`src/rtl/conv_seq_fsm.sv`:
```
// rtl/conv_seq_fsm.sv - convolution sequencer: row/column/channel walk with adder-tree result tracking
module conv_seq_fsm #(
    parameter int RAM_SR_DEPTH  = 4,
    parameter int NUM_SR_ROWS   = 4,
    parameter int MA_TREE_DEPTH = 4,
    parameter int NUM_CHANNELS  = 2,
    localparam int CH_W  = (NUM_CHANNELS > 1) ? $clog2(NUM_CHANNELS) : 1,
    localparam int COL_W = (RAM_SR_DEPTH > 1) ? $clog2(RAM_SR_DEPTH) : 1,
    localparam int ROW_W = (NUM_SR_ROWS > 1) ? $clog2(NUM_SR_ROWS) : 1
) (
    input  logic            clock,
    input  logic            reset,
    input  logic            input_start,
    input  logic            row_shift_in_rdy,
    input  logic            abort,
    output logic            sr_enable,
    output logic            shift_row_up,
    output logic            acc_clear,
    output logic [CH_W-1:0] channel_idx,
    output logic            result_valid,
    output logic            conv_done,
    output logic            busy
);

    typedef enum logic [2:0] {
        S_IDLE,
        S_SHIFT,
        S_ROW_UP,
        S_NEXT_CH,
        S_DRAIN,
        S_DONE
    } state_t;

    localparam logic [COL_W-1:0] LAST_COL = COL_W'(RAM_SR_DEPTH - 1);
    localparam logic [ROW_W-1:0] LAST_ROW = ROW_W'(NUM_SR_ROWS - 1);
    localparam logic [CH_W-1:0]  LAST_CH  = CH_W'(NUM_CHANNELS - 1);

    state_t                   state_q, state_d;
    logic [COL_W-1:0]         col_q, col_d;
    logic [ROW_W-1:0]         row_q, row_d;
    logic [CH_W-1:0]          ch_q, ch_d;
    logic [MA_TREE_DEPTH-1:0] dl_q, dl_d;
    logic [MA_TREE_DEPTH-1:0] dl_head;
    logic                     abort_hit;
    logic                     final_sr;
    logic                     drain_empty;

    always_ff @(posedge clock or negedge reset) begin
        if (!reset) begin
            state_q <= S_IDLE;
            col_q   <= '0;
            row_q   <= '0;
            ch_q    <= '0;
            dl_q    <= '0;
        end else begin
            state_q <= state_d;
            col_q   <= col_d;
            row_q   <= row_d;
            ch_q    <= ch_d;
            dl_q    <= dl_d;
        end
    end

    // Only the final stage may still be set once the last pulse is leaving the line.
    always_comb begin
        dl_head                    = dl_q;
        dl_head[MA_TREE_DEPTH-1]   = 1'b0;
        drain_empty                = (dl_head == '0);
    end

    always_comb begin
        state_d      = state_q;
        col_d        = col_q;
        row_d        = row_q;
        ch_d         = ch_q;
        sr_enable    = 1'b0;
        shift_row_up = 1'b0;
        acc_clear    = 1'b0;
        conv_done    = 1'b0;
        final_sr     = 1'b0;
        abort_hit    = abort && (state_q != S_IDLE);

        case (state_q)
            S_IDLE: begin
                if (input_start) begin
                    state_d = S_SHIFT;
                    col_d   = '0;
                    row_d   = '0;
                    ch_d    = '0;
                end
            end
            S_SHIFT: begin
                sr_enable = 1'b1;
                acc_clear = (row_q == '0) && (col_q == '0);
                if (col_q == LAST_COL) begin
                    col_d = '0;
                    if (row_q != LAST_ROW) begin
                        state_d = S_ROW_UP;
                    end else begin
                        final_sr = 1'b1;
                        state_d  = (ch_q != LAST_CH) ? S_NEXT_CH : S_DRAIN;
                    end
                end else begin
                    col_d = col_q + COL_W'(1);
                end
            end
            S_ROW_UP: begin
                shift_row_up = row_shift_in_rdy;
                if (row_shift_in_rdy) begin
                    row_d   = row_q + ROW_W'(1);
                    col_d   = '0;
                    state_d = S_SHIFT;
                end
            end
            S_NEXT_CH: begin
                if (row_shift_in_rdy) begin
                    ch_d    = ch_q + CH_W'(1);
                    row_d   = '0;
                    col_d   = '0;
                    state_d = S_SHIFT;
                end
            end
            S_DRAIN: begin
                if (drain_empty) begin
                    state_d = S_DONE;
                end
            end
            S_DONE: begin
                conv_done = 1'b1;
                state_d   = S_IDLE;
            end
            default: begin
                state_d = S_IDLE;
            end
        endcase

        if (abort_hit) begin
            state_d   = S_IDLE;
            conv_done = 1'b0;
            final_sr  = 1'b0;
        end

        if (state_d == S_IDLE) begin
            col_d = '0;
            row_d = '0;
            ch_d  = '0;
        end
    end

    // Delay line models the adder-tree latency; it runs regardless of FSM state.
    always_comb begin
        dl_d    = '0;
        dl_d[0] = final_sr;
        for (int i = 1; i < MA_TREE_DEPTH; i++) begin
            dl_d[i] = dl_q[i-1];
        end
        if (abort_hit) begin
            dl_d = '0;
        end
    end

    assign result_valid = dl_q[MA_TREE_DEPTH-1] && !abort_hit;
    assign channel_idx  = ch_q;
    assign busy         = (state_q != S_IDLE);

endmodule

```
`config.mk`:
```
export PLATFORM = sky130hd
export DESIGN_NAME = conv_seq_fsm
export DESIGN_NICKNAME = d
export VERILOG_FILES = /design/src/rtl/conv_seq_fsm.sv
export SDC_FILE = /design/constraint.sdc
export NUM_CORES = 1
export LEC_CHECK = 0
export CAP_MARGIN = 5
export CORE_ASPECT_RATIO = 0.9
export CORE_MARGIN = 2
export CORE_UTILIZATION = 40
export DETAILED_ROUTE_END_ITERATION = 6
export GPL_ROUTABILITY_DRIVEN = 0
export PLACE_DENSITY = 0.66
export SYNTH_ARGS = -nofsm -noshare
export SYNTH_HDL_FRONTEND = slang
export SYNTH_SLANG_ARGS = --single-unit
```
`constraint.sdc`:
```
create_clock -name clock -period 1.6 [get_ports clock]
set_input_delay 0.16 -clock clock [delete_from_list [all_inputs] [get_ports clock]]
set_output_delay 0.16 -clock clock [all_outputs]
set_load 0.005 [all_outputs]
```
### Word level (Yosys, flattened, before mapping)

Index checks and enable logic that the tools add are counted.

| operators by class | value |
|---|---|
| add/sub/neg operators | 3 |
| eq/ne operators | 11 |
| mux-type cells | 29 |
| reduce and logical (&&, ||, !) cells | 17 |

Operators by type and width:

| cell | number |
|---|---|
| $mux 3 | 7 |
| $mux 2 | 6 |
| $pmux 2 s3 | 2 |
| $pmux 3 s4 | 1 |
| $mux 1 | 11 |
| $logic_not 3->1 | 3 |
| $ne 3x3->1 const B | 3 |
| $reduce_bool 4->1 | 2 |
| $eq 3x2->1 const B | 2 |
| $eq 3x3->1 const B | 2 |
| $reduce_and 3->1 | 2 |
| $reduce_bool 3->1 | 2 |
| $add 2x1->2 const B | 2 |
| $logic_not 2->1 | 2 |
| $mux 4 | 1 |
| $reduce_and 4->1 | 1 |
| $eq 3x1->1 const B | 1 |
| $logic_and 1x1->1 | 3 |
| $ne 3x1->1 const B | 1 |
| $eq 2x2->1 const B | 1 |
| $ne 2x2->1 const B | 1 |
| $pmux 1 s2 | 1 |
| $reduce_or 2->1 | 1 |
| $add 1x1->1 const B | 1 |
| $logic_not 1->1 | 1 |

| word-level totals | value |
|---|---|
| register bits after elaboration | 12 |
| input bits | 5 |
| output and inout port bits | 7 |
| word-level logic and storage cells | 65 |

### Logic depth before layout (Yosys ltp)

| logic depth | value |
|---|---|
| depth in word-level cells | 8 |
| mapped depth | 5 |
| depth with buffers taken out | 5 |

### Least setup slack after synthesis

No wires, ideal clock.

| timing path | value |
|---|---|
| path type | flip-flop to flip-flop |
| from | reg state_q[1] |
| to | reg state_q[0] |
| setup time | 0.082 ns |
| data arrival time | 1.272 ns |
| data required time | 1.518 ns |
| path slack | 0.246 ns |
| stages on the path, launching flop included | 4 |
| path buffers | 0 |
| clock period less this slack | 1.354 ns |
| cell sequence | dfrtp_1 or3b_1 or4_1 a31oi_1 |

| on the way | value |
|---|---|
| longest elaborated chain between the ends | 4 |

Ends and longest elaborated chain:

| item | RTL line | RTL |
|---|---|---|
| start: declaration | 38 | `state_t state_q, state_d;` |
| start signal: assignment | 56 | `state_q <= state_d;` |
| $eq 3x2->1 | 83 | `case (state_q)` |
| $reduce_or 2->1 (no line) | - |  |
| $pmux 3 s4 | 83 |  |
| $mux 3 * | 137 | `if (abort_hit) begin` |
| named net state_d[0] | 38 |  |

The timed path passes the listed nets; every way through them passes the cells marked *.
A chain may end at the register's enable or synchronous reset.

### Worst setup path in the final report

| timing path | value |
|---|---|
| from | reg state_q[2] |
| to | out acc_clear |

| on the way | value |
|---|---|
| longest elaborated chain between the ends | 2 |

Ends and longest elaborated chain:

| item | RTL line | RTL |
|---|---|---|
| $eq 3x1->1 | 83 |  |
| $mux 1 | 83 |  |
| end: declaration | 18 | `output logic acc_clear,` |

Every way passes these cells.

==> results.ini <==
[power_and_ir_drop]
ir_drop_uv=592
power.leakage_nw=0.479
p_per_area_nw_per_um2=1160
power_mw=1.21

[floorplan]
pin_count=12
die_h_um=43.8
core.rowCount=14
core_um2=1660
dieArea_um2=2120
die_width_um=48.3
initial_core_util=0.424

[critical_path]
cp-start-kind=flop
rr_endpoint=state_q[0]$_DFF_PN0_
crit_chain=buf_4 > nor3b_2 > buf_4 > and3_1 > clkdlybuf4s15_2
rrSetupSlack_ns=-0.08
worstPathMaxFanout=6
crit_top_cell=buf_4
end_kind=primary output
rr_worst_depth=5
crit_type=reg -> out
arrival_ns=1.52
reg2reg_from=state_q[0]$_DFF_PN0_
cp_slowest_stage_delay_ns=0.40
slowest_stage=dfrtp_2
required_ns=1.44

[min_path]
hold_path.class=in -> async

[placement]
dpl.cell_count=125
dp_hpwl_um=1290
dpl_cell_area_um2=946
portBuffers=11
dpl_worst_slack_ns=-0.0537

[timing]
slew_viol_final=0
hold_violations=0
fin_crit_sh=1.05
postLayoutSetupSlackWorst_ns=-0.0804
slew_headroom=0.624
tns_ns=-0.213
worstMarginPinSlew_ns=0.563
period_minus_slack_ns=1.68
timing.fmax_mhz=595
rsz0062_at_grt=true
timing.hold.ws_ns=0.227
fin_worst_skew_ns=0.0121
setup_viol=4

[final_layout]
mostFrequentLayoutCells=buf_4, dfrtp_1, nand2_1
num_antenna_cells=0
stdcell_count=134
fill_cells=150
layout-drive-gt1-share=0.345
final_core_util=0.626
fin_nets=120
final_common_cell=buf_4
area_growth_pct=47.7
finalInstanceArea_um2=1040

[global_route]
grt-ovfl-total=0
antenna_found_initial=0
grt_max_degree=13
grt_pass1_wl_um=3220
grt_pass1_vias=730
grt_usage=0.220

[yosys]
syn-num-nets=87
syn_inst=78
avgSynthCellArea_um2=9.05
synth-async-reset-ratio=1.00
synth_area_leaders=dfrtp_1, ha_1, nor2b_1
synth_edf_count=0
yosys_warnings=0
ys_seq_area_frac=0.426
yosysTopAreaCell=dfrtp_1
synth_area_um2=706
yosysTopAreaCellShare=0.426
synthFlopType=dfrtp_1
ys_ff_latch=12
synth.distinct_cells=27

[detailed_routing]
drtIter0Drc=6
vias_per_cell=5.15
post_drt_wl_per_cell_um=13.5
dr.pass1.iters=4
drtAntennaViolNets=0
vias=690
wirelength_um=1810
drc=0

[clocking]
worstSkewPairLatency_ns=0.29
h-tree-depth=1
cts_made_buffers=3
hold_buffers=0
cts.clk_slew.worst_paths_ns=0.09
cts_buffer_depth=2
cts_root_buf=clkbuf_4
tritoncts=yes
cts.sinks=12

[outcome]
outcome=complete, but fails checks
violations=negative setup slack

[job]
drv_cap=0

-- synthesized netlist by cell type, drive strengths merged, types with 2 or more instances --
| library cell | instances |
|---|---|
| dfrtp | 12 |
| nand2 | 8 |
| a21oi | 5 |
| inv | 5 |
| nor2b | 5 |
| o21ai | 5 |
| and2 | 4 |
| ha | 4 |
| a31oi | 3 |
| clkbuf | 3 |
| nand3 | 3 |
| nor2 | 3 |
| and3 | 2 |
| nor3b | 2 |
| o211ai | 2 |
| or3b | 2 |
| or4 | 2 |
-- worst max path at each step --
stage / startpoint / endpoint / slack [ns] / cells after the start
3_3_place_gp: state_q[2]$_DFF_PN0_ / acc_clear / -0.04 / 4
3_5_place_dp: state_q[1]$_DFF_PN0_ / result_valid / -0.05 / 4
2_1_floorplan: state_q[1]$_DFF_PN0_ / state_q[0]$_DFF_PN0_ / 0.25 / 3
4_1_cts: state_q[0]$_DFF_PN0_ / state_q[0]$_DFF_PN0_ / -0.11 / 5
6_report: state_q[2]$_DFF_PN0_ / acc_clear / -0.08 / 5
5_1_grt: state_q[2]$_DFF_PN0_ / acc_clear / -0.16 / 5
-- worst max-delay path: cells and delay by family (launching register included) --
family | cells | cell delay (ns)
buf+inv | 3 | 0.49
simple gates | 2 | 0.35
flops | 1 | 0.40
-- per-layer routing --
| metal | GRT usage | vias to the layer above | share of wire | wire length [um] |
|---|---|---|---|---|
| met3 | 0.0375 | 3 | 0.034 | 61 |
| met4 | 0.0486 | 0 | 0.011 | 19 |
| li1 | - | 344 | - | - |
| met2 | 0.345 | 13 | 0.47 | 855 |
| met1 | 0.313 | 330 | 0.48 | 871 |
| met5 | 0 | - | 0 | 0 |
-- timing repair --
item / 4_1_cts / 5_1_grt
endpoints found under the hold margin: 0 / 0
gates resized for setup: 22 / 6
pin swaps: 5 / 1
setup buffers: 5 / 0
endpoints found under the setup margin: 7 / 7
-- cell type report --
type | count | area, um2 | share of cell area
multi-input combinational | 58 | 398 | 0.382
tap | 24 | 30.0 | 0.0288
clock buffer | 4 | 36.3 | 0.0348
timing repair buffer | 31 | 258 | 0.247
inverter | 5 | 18.8 | 0.0180
sequential | 12 | 302 | 0.289
-- flip-flops by register name, summed over array words and instances, names as in the netlist --
name,count
row_q,2
col_q,2
channel_idx,1
state_q,3
dl_q,4
-- logic make-up after synthesis --
group           count (synthesis)  share of synthesized area
compound gates                 17                      0.142
flops                          12                      0.426
simple gates                   37                      0.317
fa+ha+maj                       4                     0.0709
buf+inv                         8                     0.0443
-- where the power goes --
group          internal, mW  total, mW  switching, mW
registers             0.342      0.373         0.0315
clock network         0.139      0.252          0.114
logic                 0.340      0.584          0.244
Power figures use the tool's default switching activity.
